### config.mk
export PLATFORM = sky130hd
export DESIGN_NAME = mul_seq_ctrl
export DESIGN_NICKNAME = d
export VERILOG_FILES = /design/src/rtl/mul_seq_ctrl.sv
export SDC_FILE = /design/constraint.sdc
export NUM_CORES = 1
export LEC_CHECK = 0
export ABC_AREA = 1
export BUFFER_PORTS_ARGS = -buffer_cell sky130_fd_sc_hd__buf_2
export CORE_MARGIN = 5
export CORE_UTILIZATION = 34
export DETAILED_ROUTE_END_ITERATION = 10
export SLEW_MARGIN = 0
export SYNTH_ARGS = -nofsm -noshare
export SYNTH_HDL_FRONTEND = slang
export SYNTH_SLANG_ARGS = --single-unit
### constraint.sdc
create_clock -name clk -period 9.5 [get_ports clk]
set_clock_uncertainty 0.05 [all_clocks]
set_input_delay 1.425 -clock clk [delete_from_list [all_inputs] [get_ports clk]]
set_output_delay 1.425 -clock clk [all_outputs]
set_load 0.01 [all_outputs]
### src/rtl/mul_seq_ctrl.sv
// rtl/mul_seq_ctrl.sv - multi-cycle RV32M multiply sequencer (one shared 16x16 multiplier)
module mul_seq_ctrl #(
   parameter bit BYPASS_ZERO = 1'b1
) (
   input  logic        clk,
   input  logic        rst_n,
   input  logic        req_valid,
   output logic        req_ready,
   input  logic [31:0] a,
   input  logic [31:0] b,
   input  logic [2:0]  funct3,
   input  logic        flush,
   output logic        rsp_valid,
   input  logic        rsp_ready,
   output logic [31:0] y,
   output logic        busy
);

   typedef enum logic [2:0] {
      S_IDLE = 3'd0,
      S_P0   = 3'd1,
      S_P1   = 3'd2,
      S_P2   = 3'd3,
      S_P3   = 3'd4,
      S_FIX  = 3'd5,
      S_DONE = 3'd6
   } state_t;

   state_t      state_q, state_d;
   logic [31:0] ma_q, ma_d;
   logic [31:0] mb_q, mb_d;
   logic        neg_q, neg_d;
   logic        hi_q, hi_d;
   logic [63:0] acc_q, acc_d;

   logic        accept;
   logic        zero_op;
   logic        sa, sb;
   logic [15:0] mul_a, mul_b;
   logic [31:0] prod;
   logic        unused_funct3;

   assign unused_funct3 = funct3[2];
   assign accept  = req_valid && req_ready;
   assign zero_op = (a == 32'd0) || (b == 32'd0);
   assign sa      = a[31] && (funct3[1:0] != 2'b11);
   assign sb      = b[31] && !funct3[1];

   always_ff @(posedge clk or negedge rst_n) begin
      if (!rst_n) begin
         state_q <= S_IDLE;
         ma_q    <= 32'd0;
         mb_q    <= 32'd0;
         neg_q   <= 1'b0;
         hi_q    <= 1'b0;
         acc_q   <= 64'd0;
      end else begin
         state_q <= state_d;
         ma_q    <= ma_d;
         mb_q    <= mb_d;
         neg_q   <= neg_d;
         hi_q    <= hi_d;
         acc_q   <= acc_d;
      end
   end

   // Bypassed requests still pass through FIX so the response lands one cycle after accept.
   always_comb begin
      state_d = state_q;
      if (flush) begin
         state_d = S_IDLE;
      end else begin
         case (state_q)
            S_IDLE:  if (accept) state_d = (BYPASS_ZERO && zero_op) ? S_FIX : S_P0;
            S_P0:    state_d = S_P1;
            S_P1:    state_d = S_P2;
            S_P2:    state_d = S_P3;
            S_P3:    state_d = S_FIX;
            S_FIX:   state_d = S_DONE;
            S_DONE:  if (rsp_ready) state_d = S_IDLE;
            default: state_d = S_IDLE;
         endcase
      end
   end

   always_comb begin
      mul_a = 16'd0;
      mul_b = 16'd0;
      case (state_q)
         S_P0:    begin mul_a = ma_q[15:0];  mul_b = mb_q[15:0];  end
         S_P1:    begin mul_a = ma_q[15:0];  mul_b = mb_q[31:16]; end
         S_P2:    begin mul_a = ma_q[31:16]; mul_b = mb_q[15:0];  end
         S_P3:    begin mul_a = ma_q[31:16]; mul_b = mb_q[31:16]; end
         default: begin mul_a = 16'd0;       mul_b = 16'd0;       end
      endcase
   end

   assign prod = {16'd0, mul_a} * {16'd0, mul_b};

   always_comb begin
      ma_d  = ma_q;
      mb_d  = mb_q;
      neg_d = neg_q;
      hi_d  = hi_q;
      acc_d = acc_q;
      case (state_q)
         S_IDLE: begin
            if (accept) begin
               ma_d  = sa ? (~a + 32'd1) : a;
               mb_d  = sb ? (~b + 32'd1) : b;
               neg_d = sa ^ sb;
               hi_d  = |funct3[1:0];
               if (BYPASS_ZERO && zero_op) acc_d = 64'd0;
            end
         end
         S_P0:    acc_d = {32'd0, prod};
         S_P1,
         S_P2:    acc_d = acc_q + ({32'd0, prod} << 16);
         S_P3:    acc_d = acc_q + {prod, 32'd0};
         S_FIX:   acc_d = neg_q ? (~acc_q + 64'd1) : acc_q;
         default: acc_d = acc_q;
      endcase
   end

   always_comb begin
      req_ready = (state_q == S_IDLE) && !flush;
      rsp_valid = (state_q == S_DONE);
      busy      = (state_q != S_IDLE);
      y         = 32'd0;
      if (state_q == S_DONE) y = hi_q ? acc_q[63:32] : acc_q[31:0];
   end

endmodule

# ---- Yosys cells after proc, flatten, opt, wreduce, memory -nomap -nowiden
# Cells that the tools add are included.
dict set report totals {
  regBits 133
  in_bits 72
  out_inout_bits 35
  wordCells 64
}
dict set report classes {
  add_sub_neg 5
  n_mul 1
  eq_ne 12
  muxes 15
  bitwise_logic 4
  reduce_logical 21
}
# cell n
set op_table {}
lappend op_table {{64-bit one-hot mux with 5 select lines} 1}
lappend op_table {{64-bit two-way mux} 3}
lappend op_table {{32-bit two-way mux} 4}
lappend op_table {{32-bit by 1-bit adder with 32-bit output, second input constant} 2}
lappend op_table {{64-bit by 1-bit adder with 64-bit output, second input constant} 1}
lappend op_table {{64-bit by 48-bit adder with 64-bit output} 1}
lappend op_table {{64-bit adder} 1}
lappend op_table {{32-bit zero test} 2}
lappend op_table {{32-bit inverter} 2}
lappend op_table {{64-bit inverter} 1}
lappend op_table {{16-bit one-hot mux with 2 select lines} 2}
lappend op_table {{16-bit by 16-bit multiplier with 32-bit output} 1}
lappend op_table {{3-bit one-hot mux with 7 select lines} 1}
lappend op_table {{3-bit two-way mux} 4}
lappend op_table {{2-bit OR reduction} 6}
lappend op_table {{3-bit equality test, second input constant} 3}
lappend op_table {{2-bit != test, second input constant} 4}
lappend op_table {{3-bit by 2-bit equality test with 1-bit output, second input constant} 2}
lappend op_table {{5-bit nonzero test} 1}
lappend op_table {{1-bit logical AND} 4}
lappend op_table {{2-bit AND reduction} 2}
lappend op_table {{4-bit AND reduction} 1}
lappend op_table {{3-bit by 1-bit equality test with 1-bit output, second input constant} 1}
lappend op_table {{3-bit zero test} 1}
lappend op_table {{other kinds (6)} 7}

# ---- Longest topological paths before layout
dict set report depth {
  ltp_word 6
  ltp_mapped 50
  mapped_depth_nobuf 48
}

# ---- Worst setup path after synthesis
# Ideal clock, no wire load.
dict set report synth_path {
  path_kind {register to register}
  start {register state_q[0]}
  end {register acc_q[59]}
  setup_ns 0.116
  t_arrival_ns 7.749
  t_required_ns 9.334
  slack_ns 1.585
  path_stages_with_launch 41
  path_buffers 4
  synth_period_minus_slack_ns 7.915
  cell_sequence {dfrtp_1 -> buf_6 -> nor2_4 -> inv_2 -> nor2_1 -> buf_2 -> a21oi_4 -> buf_2 -> o21ai_2 -> buf_4 -> nand2_1 -> fa_1 -> inv_1 -> fa_1 -> fa_1 -> fa_1 -> fa_1 -> inv_1 -> (+5 left out) -> o21bai_1 -> a21oi_1 -> nand3b_1 -> and2_1 -> ha_1 -> nand2_1 -> nor2_1 -> inv_1 -> nor2_1 -> inv_1 -> nor4_1 -> nand3_1 -> nand3_1 -> nand2_1 -> nand3_1 -> nand2_1 -> nand2_1 -> nand2_1}
}
dict set report synth_between {
  elab_chain_len 6
  elab_cells_between_ends 24
  classes_between {add/sub (2); mul (1); eq/ne (8); mux (3); reduce/logical (10)}
}
# element line_no
set synth_lines {}
lappend synth_lines {{start: declaration} 29} ;# state_t state_q, state_d;
lappend synth_lines {{start signal: assignment} 58} ;# state_q <= state_d;
lappend synth_lines {{3-bit equality test (tied with other cells)} {89, 106}}
lappend synth_lines {{2-bit OR reduction (no line)} -}
lappend synth_lines {{16-bit one-hot mux with 2 select lines} 89} ;# case (state_q)
lappend synth_lines {{16-bit by 16-bit multiplier with 32-bit output} 98} ;# assign prod = {16'd0, mul_a} * {16'd0, mul_b};
lappend synth_lines {{64-bit adder or 64-bit by 48-bit adder with 64-bit output (tied branches)} {119, 118}}
lappend synth_lines {{64-bit one-hot mux with 5 select lines} 106} ;# case (state_q)
lappend synth_lines {{end signal: assignment} 56} ;# acc_q <= 64'd0;
lappend synth_lines {{end signal: assignment} 63} ;# acc_q <= acc_d;
lappend synth_lines {{end: declaration} 34} ;# logic [63:0] acc_q, acc_d;
# Parallel ways exist; a longest one is shown, timed or not.
# A chain may end at the register's enable or synchronous reset.

# ---- Worst setup path after layout
dict set report layout_path {
  start {register state_q[0]}
  end {register acc_q[41]}
}
# The elaborated chain is that of the path after synthesis.

==> impl_metrics.tcl <==
set metrics [dict create \
    p_leak_nw 13.9 \
    drive_above_1_share_pct 7.77 \
    fp.dieH_microns 274 \
    initial_utilization_pct 34.1 \
    syn_area_per_cell_sq_um 6.43 \
    cts.path.max_buffers 2 \
    gp_congestion 1.08 \
    min_period_over_period_pct 96.3 \
    design.die.area_sq_um 75200 \
    avgViaCountPerCell 5.22 \
    synth_area_sq_um 23700 \
    finalPower_mw 5.50 \
    ir_drop_mv 0.164 \
    layout_min_cycle_time_ns 9.15 \
    setup_tns_ns 0 \
    port_buffers 105 \
    p_comb_share_pct 71.9 \
    antenna_found_initial 4 \
    ant_nets 0 \
    grt_max_degree 109 \
    cp_slowest_stage_delay_ns 0.60 \
    die_x_microns 274 \
    coreArea_sq_um 69700 \
    firstDrtPassIters 6 \
    cts_tree "done" \
    pwr-share-clk_pct 11.6 \
    routedWlPerCell_microns 18.8 \
    reg2reg_from "state_q[0]" \
    switching_share_pct 60.4 \
    ys_warn_count 0 \
    nFillCells 7632 \
    hpwl_mm 73.5 \
    finalWirelength_mm 89.5 \
    multi_input_area_sq_um 17500 \
    fin_hold_ws_ns 0.433 \
    clock_latency_ns 0.48 \
    fmax_ghz 0.109 \
    max_slew.worst_pin.slew_ns 1.13 \
    yosys.area.top_type "fa_1" \
    utilization_pct 37.6 \
    critical_path_peak_fanout 12 \
    relSlewSlack_pct 24.4 \
    nets 4236 \
    final-seq-area_sq_um 3330 \
    worst-path-buf-inv 5 \
    p_switching_mw 3.32 \
    arrival_ns 9.42 \
    hold_viol_final 0 \
    grt_pass1_wl_mm 135 \
    cp_slowest_cell "o21ai_2" \
    worstSetupPathType "reg2reg" \
    cts_buffers 17 \
    critPathTopFamily "adder cells" \
    synth_seq_area_share_pct 14.0 \
    num_rows 97 \
    power_density_nw_per_um2 210 \
    rrSetupSlack_ns 0.35 \
    rsz0062_at_grt "false" \
    grt_pass1_vias 22774 \
    maxCapViolCount 0 \
    seqPwrFrac_pct 16.5 \
    critPathMostFrequentCell "fa_1" \
    syn_nets 4134 \
    yosys_most_used_dff "dfrtp_1" \
    overflow 0 \
    timing.rr.end "acc_q[41]" \
    outcome "complete, no violations" \
    maxSlewViolCount 0 \
    hold_buffers 0 \
    ys_types 53 \
    setup_viol 0 \
    clock_sinks 133 \
    syn_inst 3695 \
    drt-initial-drc-count 2349 \
    worstHoldPathType "reg2reg" \
    synth_edf_count 0 \
    crit_start "state_q[0]" \
    drt_drc_violations_left 0 \
    io_pins 107 \
    cp.depth 33 \
    yosysTopAreaCellShare_pct 16.5 \
    ys_ff_latch 133 \
    clkTransAtPathRegs_ns 0.07 \
    endpoint_kind "flip-flop" \
    crit_path_end "acc_q[41]" \
    synthArstFlopShare_pct 100 \
    start_kind "flip-flop" \
    via_count 24777 \
    area_growth_pct 10.3 \
    reg2regPathDepth 33 \
    synth_area_leaders "fa_1 17%, nand2_1 16%, dfrtp_1 14%" \
    htreeDepth 4 \
    cp.required_ns 9.77 \
    clock-root-buffer "clkbuf_16" \
    grt.total_usage_pct 23.3 \
    intPower_mw 2.18 \
]
## through the flow
step | cell area (sq um) | worst slack (ns) | instances
6_report | 26200 | 0.349 | 4751
3_3_place_gp | 25500 | 0.139 | 4710
4_1_cts | 26000 | 0.146 | 4741
5_1_grt | 26200 | 0.0135 | 4750
2_1_floorplan | 23700 | 1.58 | 3695
3_5_place_dp | 25500 | 0.183 | 4710
## power by group through the flow
stage	clock, mW	sequential [mW]	combinational [mW]
floorplan	0	0.811	2.50
global placement	0	0.904	3.74
detailed placement	0	0.905	3.74
CTS	0.645	0.897	3.77
global route	0.665	0.914	4.29
finish	0.638	0.906	3.96
## flip-flops by register name (all words and copies together), names as in the netlist
name,cells
acc_q,64
hi_q,1
ma_q,32
mb_q,32
neg_q,1
state_q,3
## worst reg2reg max path, delay by kind of cell (launching register included)
family          cells  cell delay [ns]
buf+inv             5             0.42
fa+ha+maj           8             4.01
xor+xnor            1             0.48
flops               1             0.49
compound gates     10             2.42
simple gates        9             1.12
## metal layers
metal | up-vias | share of wire (%) | track usage [%]
met2 | 1035 | 43 | 35.2
met4 | 4 | 4.9 | 10.3
li1 | 11891 | - | -
met3 | 192 | 8.2 | 5.02
met5 | - | 0.030 | 0
met1 | 11655 | 44 | 31.9
## placed cells by master (no fill, tap or decap), drive strengths merged, types with 52 or more instances in the layout
cell,netlist,final
fa,196,196
o21ai,302,302
nor3,52,52
inv,668,669
nand4,52,52
ha,171,171
a21oi,168,168
dfrtp,133,133
nor2,362,362
nand3,240,240
buf,52,180
nand2,1005,1005
## cell type report
| type | instances | area share [%] |
|---|---|---|
| antenna | 2 | 0.0191 |
| clock buffer | 18 | 1.68 |
| clock inverter | 13 | 0.330 |
| inverter | 672 | 9.63 |
| multi-input combinational | 2793 | 66.9 |
| sequential | 133 | 12.7 |
| tap | 940 | 4.49 |
| timing repair buffer | 180 | 4.23 |
## cells in the mapped netlist, types with 5 or more instances
master / count
buf_4: 17
nor2_1: 351
o21ai_0: 258
nand3_1: 238
nand2_1: 1002
and2_1: 9
a21oi_1: 167
or2_2: 20
a31oi_1: 6
a211oi_1: 17
nor2_2: 7
nor3_1: 47
o211ai_1: 8
nand3b_1: 18
clkbuf_1: 45
buf_2: 30
nor4_1: 13
o21ai_2: 19
inv_1: 660
nand4_1: 52
a32o_1: 9
inv_2: 8
o21ai_1: 25
o31ai_1: 7
nor3_2: 5
xnor2_1: 26
o22ai_1: 6
dfrtp_1: 133
ha_1: 171
a22o_1: 8
a21o_1: 20
xor2_1: 50
o21bai_1: 10
fa_1: 196
## worst min path at each step
| stage | startpoint | endpoint | slack [ns] | cells after the start |
|---|---|---|---|---|
| after floorplan | ma_q[27] | ma_q[27] | 0.40 | 2 |
| after global placement | ma_q[27] | ma_q[27] | 0.41 | 2 |
| after detailed placement | ma_q[27] | ma_q[27] | 0.42 | 2 |
| after CTS | ma_q[27] | ma_q[27] | 0.44 | 2 |
| after global routing | ma_q[3] | ma_q[3] | 0.45 | 2 |
| final | mb_q[6] | mb_q[6] | 0.43 | 2 |
## kinds of logic after synthesis
group / share of synthesized area (%)
AO/OA/AOI/OAI: 13.7
XOR/XNOR: 2.80
adder cells (fa/ha/maj): 25.5
buffers and inverters: 12.6
flip-flops: 14.0
AND/OR/NAND/NOR: 31.4
## repair_timing
item / CTS / global route
hold endpoints to repair: 0 / 0
buffers inserted: 0 / 8
resized for setup: 0 / 14
setup endpoints to repair: 0 / 34
No activity file was read; power rests on OpenSTA's default activity.
